### src/rtl/mem_stage_ctrl.sv
// MEM pipeline stage controller: drives the data-memory handshake and the MEM/WB register.
// Optional watchdog compiled in with `define MEM_TIMEOUT_EN. dbg_state: 0=IDLE, 1=BUSY, 2=DONE.
module mem_stage_ctrl #(
  parameter int N       = 32,
  parameter int TIMEOUT = 255
) (
  input  logic         clock,
  input  logic         reset,
  input  logic         wr_en_mem,
  input  logic         wd_sel_mem,
  input  logic         wm_en_mem,
  input  logic [4:0]   rw_mem,
  input  logic [N-1:0] alu_result_mem,
  input  logic [N-1:0] rdb_mem,
  output logic         dmem_req,
  output logic         dmem_we,
  output logic [N-1:0] dmem_addr,
  output logic [N-1:0] dmem_wdata,
  input  logic         dmem_ack,
  input  logic [N-1:0] dmem_rdata,
  output logic         stall,
  output logic         wr_en_wb,
  output logic [4:0]   rw_wb,
  output logic [N-1:0] wd_wb,
  output logic         mem_fault,
  output logic [1:0]   dbg_state
);

  localparam logic [1:0] IDLE = 2'd0;
  localparam logic [1:0] BUSY = 2'd1;
  localparam logic [1:0] DONE = 2'd2;

  // Handshake: dmem_req stays high from the edge that leaves IDLE until the edge
  // that samples dmem_ack=1 in BUSY; address, data and write strobe are stable meanwhile.
  logic [1:0]   state_q, state_d;
  logic         req_q, req_d;
  logic         we_q, we_d;
  logic [N-1:0] addr_q, addr_d;
  logic [N-1:0] wdata_q, wdata_d;
  logic [N-1:0] buf_q, buf_d;
  logic         wr_en_wb_q, wr_en_wb_d;
  logic [4:0]   rw_wb_q, rw_wb_d;
  logic [N-1:0] wd_wb_q, wd_wb_d;
  logic         access;
  logic         wb_kill;

  assign access = wd_sel_mem | wm_en_mem;

`ifdef MEM_TIMEOUT_EN
  localparam int CntW = $clog2(TIMEOUT + 1);
  localparam logic [CntW-1:0] TmoLast = CntW'(TIMEOUT - 1);

  logic [CntW-1:0] cnt_q, cnt_d;
  logic            tmo_q, tmo_d;
  logic            fault_q, fault_d;

  assign wb_kill   = tmo_q;
  assign mem_fault = fault_q;
`else
  assign wb_kill   = 1'b0;
  // No watchdog: never faults.
  assign mem_fault = 1'b0 && (TIMEOUT != 0);
`endif

  always_comb begin
    state_d    = state_q;
    req_d      = req_q;
    we_d       = we_q;
    addr_d     = addr_q;
    wdata_d    = wdata_q;
    buf_d      = buf_q;
    wr_en_wb_d = wr_en_wb_q;
    rw_wb_d    = rw_wb_q;
    wd_wb_d    = wd_wb_q;
`ifdef MEM_TIMEOUT_EN
    cnt_d      = cnt_q;
    tmo_d      = tmo_q;
    fault_d    = 1'b0;
`endif
    case (state_q)
      IDLE: begin
        if (access) begin
          state_d = BUSY;
          req_d   = 1'b1;
          we_d    = wm_en_mem;
          addr_d  = alu_result_mem;
          wdata_d = rdb_mem;
`ifdef MEM_TIMEOUT_EN
          cnt_d   = '0;
          tmo_d   = 1'b0;
`endif
        end else begin
          wr_en_wb_d = wr_en_mem;
          rw_wb_d    = rw_mem;
          wd_wb_d    = alu_result_mem;
        end
      end
      BUSY: begin
        if (dmem_ack) begin
          state_d = DONE;
          req_d   = 1'b0;
          we_d    = 1'b0;
          buf_d   = dmem_rdata;
        end
`ifdef MEM_TIMEOUT_EN
        else if (cnt_q == TmoLast) begin
          state_d = DONE;
          req_d   = 1'b0;
          we_d    = 1'b0;
          cnt_d   = cnt_q + 1'b1;
          tmo_d   = 1'b1;
          fault_d = 1'b1;
        end else begin
          cnt_d = cnt_q + 1'b1;
        end
`endif
      end
      DONE: begin
        // EX/MEM still holds the memory instruction here; it advances at this edge.
        state_d    = IDLE;
        rw_wb_d    = rw_mem;
        wd_wb_d    = wd_sel_mem ? buf_q : alu_result_mem;
        wr_en_wb_d = wr_en_mem & ~wm_en_mem & ~wb_kill;
      end
      default: state_d = IDLE;
    endcase
  end

  always_ff @(posedge clock or posedge reset) begin
    if (reset) begin
      state_q    <= IDLE;
      req_q      <= 1'b0;
      we_q       <= 1'b0;
      addr_q     <= '0;
      wdata_q    <= '0;
      buf_q      <= '0;
      wr_en_wb_q <= 1'b0;
      rw_wb_q    <= '0;
      wd_wb_q    <= '0;
`ifdef MEM_TIMEOUT_EN
      cnt_q      <= '0;
      tmo_q      <= 1'b0;
      fault_q    <= 1'b0;
`endif
    end else begin
      state_q    <= state_d;
      req_q      <= req_d;
      we_q       <= we_d;
      addr_q     <= addr_d;
      wdata_q    <= wdata_d;
      buf_q      <= buf_d;
      wr_en_wb_q <= wr_en_wb_d;
      rw_wb_q    <= rw_wb_d;
      wd_wb_q    <= wd_wb_d;
`ifdef MEM_TIMEOUT_EN
      cnt_q      <= cnt_d;
      tmo_q      <= tmo_d;
      fault_q    <= fault_d;
`endif
    end
  end

  // Only stall is combinational; reset masks it so the pipeline is free during reset.
  assign stall      = ~reset & ((state_q == BUSY) | ((state_q == IDLE) & access));
  assign dmem_req   = req_q;
  assign dmem_we    = we_q;
  assign dmem_addr  = addr_q;
  assign dmem_wdata = wdata_q;
  assign wr_en_wb   = wr_en_wb_q;
  assign rw_wb      = rw_wb_q;
  assign wd_wb      = wd_wb_q;
  assign dbg_state  = state_q;

endmodule

### config.mk
export PLATFORM = sky130hd
export DESIGN_NAME = mem_stage_ctrl
export DESIGN_NICKNAME = d
export VERILOG_FILES = /design/src/rtl/mem_stage_ctrl.sv
export SDC_FILE = /design/constraint.sdc
export NUM_CORES = 1
export LEC_CHECK = 0
export ABC_AREA = 1
export CAP_MARGIN = 5
export CORE_UTILIZATION = 40
export DETAILED_ROUTE_END_ITERATION = 8
export GPL_TIMING_DRIVEN = 0
export PLACE_DENSITY = 0.78
export SLEW_MARGIN = 20
export SYNTH_ARGS = -nofsm -noshare
export SYNTH_HDL_FRONTEND = slang
export SYNTH_SLANG_ARGS = --single-unit
### constraint.sdc
create_clock -name clock -period 5.84 [get_ports clock]
set_input_delay 1.168 -clock clock [delete_from_list [all_inputs] [get_ports clock]]
set_output_delay 1.168 -clock clock [all_outputs]
set_load 0.01 [all_outputs]
==> results.txt <==
status = finished, final reports clean
first drt pass iteration count = 5
post-synth top area cell = dfrtp_1
largest net degree at the start of global routing = 71
Via density = 4.93
RSZ-0062 raised after global routing = no
CTS tree = yes
Max-Cap Viols = 0
share of layout cells above drive strength 1 = 6.53%
Final Instance Area = 8850 um2
net count reported at finish = 1014
DR WL/cell = 15.8 um
clock tree buffer depth = 2
register area share after synthesis = 59.8%
die height = 122 um
Worst path slowest cell = clkdlybuf4s50_1
critical path startpoint category = input port
fin crit period = 4.41 ns
Num CTS Buffers = 17
gr ovfl total = 0
Synth top area share = 59.8%
CP endpoint kind = output port
total core area = 14000 um2
FF/Latch Area = 3450 um2
arrival time at the worst endpoint = 3.24 ns
first-pass GRT wire length = 27900 um
final hold violation count = 0
Max VDD drop = 0.311 mV
dpl cell area = 8160 um2
Initial Util = 41.3%
hold buffer count at CTS = 0
Pwr Density = 558 nW/um2
Total Routing Usage GR = 24.9%
CTS clk-pin slew, worst paths = 0.06 ns
yosys warns = 0
Yosys reg bits = 138
row count = 43
Port Buffer Count = 212
CTS Sinks = 138
WS Path Type = input port to output port
via count = 5420
# H-tree levels = 4
antenna-violating nets left = 0
full die area = 14900 um2
relative slew slack = 60.9%
final count of pins violating max slew = 0
clk_skew = 0.00530 ns
syn_area_per_cell = 8.56 um2
Filler Cell Count = 1205
crit-path max FO = 10
Worst Tran Pin Value = 0.587 ns
# diodes = 0
Required @ worst endpoint = 4.67 ns
Highest Clock Rate = 0.227 GHz
io pins = 215
Final HPWL DP = 12200 um
vias in the first global route = 5395
period utilisation layout = 75.5%
setup violators final = 0
latest clock arrival within the worst-skew pair = 0.41 ns
Mapped Area = 5780 um2
Gate Count Post-Synth = 675
Lkg Pwr = 4.26 nW
Multi-input gate area = 1850 um2
RePlAce Congestion = 0.801
post-CTS sizing = 0
initial antenna violation count = 0
Hold WC Path Type = flop to flop
main area contributors after synthesis = dfrtp_1 60%, nand2_1 16%, nand3_1 5.8%
slowest cell delay on critical path = 0.60 ns
Post-CTS Setup Bufs = 0
most used cell, CP = clkdlybuf4s50_1
Final Total Pwr = 4.94 mW
setup tns final = 0 ns
distinct cell type count after synthesis = 17
Total Wirelength = 17300 um
post-synth net total = 782
worst-path cell chain = clkdlybuf4s50_1 -> inv_1 -> nand2_1 -> nand2_2 -> buf_2 -> a21oi_1 -> clkdlybuf4s50_1
hold_ws = 0.470 ns
Area Growth Syn to Fin = 53.1%
Root Buffer = clkbuf_16
initial DRC count = 394
die width = 122 um
Final Util = 63.2%
DRC = 0
[placed cells by master, fill, tap and decap left out, drive strengths merged, types with 7 or more instances in the layout]
master         count
nand2            250
clkdlybuf4s50    212
dfrtp            138
inv               69
nand3             67
o21ai             67
clkbuf            42
nand4             32
buf               23
bufinv             7
[report_power, final]
part	total (mW)	internal (mW)	leakage, nW	switching (mW)
Combinational	2.02	0.967	2.24	1.05
Clock	1.25	0.850	0.328	0.403
Sequential	1.67	1.42	1.70	0.244
[stage by stage]
stage / worst slack (ns) / cells
2_1_floorplan: 0.976 / 675
3_3_place_gp: -1.02 / 1067
3_5_place_dp: 1.37 / 1068
4_1_cts: 1.37 / 1099
5_1_grt: 1.31 / 1099
6_report: 1.43 / 1099
[layout make-up]
class / instances / area share [%]
tap: 180 / 2.55
inverter: 69 / 3.01
multi-input combinational: 422 / 20.9
buffer: 46 / 2.49
timing repair buffer: 213 / 24.3
clock buffer: 18 / 4.96
clock inverter: 13 / 2.80
sequential: 138 / 39.0
[Yosys cell counts]
library cell / n
buf_2: 14
o21ai_1: 12
inv_1: 67
o21ai_0: 55
nand2_2: 1
nand3_1: 67
a21oi_1: 1
nor2_1: 2
nand2_1: 249
nor2_4: 1
conb_1: 1
clkbuf_1: 24
dfrtp_1: 138
or2_2: 1
nand4_1: 32
inv_2: 2
buf_4: 8
[cell families after synthesis]
kind of cell,count (synthesis),synth area share [%]
other,1,0.0649
AO/OA/AOI/OAI,68,5.89
AND/OR/NAND/NOR,353,26.0
flip-flops,138,59.8
buffers and inverters,115,8.29
[sequential cells by signal, indices dropped and copies added, names as in the netlist]
register / flops
dbg_state: 2
buf_q: 32
wd_wb: 32
dmem_req: 1
dmem_we: 1
dmem_wdata: 32
dmem_addr: 32
rw_wb: 5
wr_en_wb: 1
[layer usage]
layer | track usage (%) | wire (um) | vias up
met4 | 7.77 | 165 | 0
li1 | - | - | 2600
met1 | 31.1 | 7330 | 2580
met2 | 41.2 | 8360 | 226
met3 | 7.72 | 1490 | 14
met5 | 0 | 0 | -
[worst paths after layout]
kind	from	to	slack, ns	cells past startpoint
setup / recovery	wm_en_mem	stall	1.43	7
hold / removal	dmem_wdata[2]$_DFFE_PP0P_	dmem_wdata[2]$_DFFE_PP0P_	0.47	2
setup reg to reg	dbg_state[1]$_DFFE_PP0P_	wd_wb[15]$_DFFE_PP0P_	4.07	6
hold reg to reg	dmem_wdata[2]$_DFFE_PP0P_	dmem_wdata[2]$_DFFE_PP0P_	0.47	2
max in group asynchronous	reset	buf_q[8]$_DFFE_PP0P_	3.91	3
min in group asynchronous	reset	dmem_wdata[31]$_DFFE_PP0P_	1.22	2
[worst max-delay path: cells and delay by family]
family	cells	cell delay, ns
AOI/OAI and AO/OA	1	0.17
buffers and inverters	4	1.49
and+or+nand+nor	2	0.40
No activity file was read; power rests on OpenSTA's default activity.
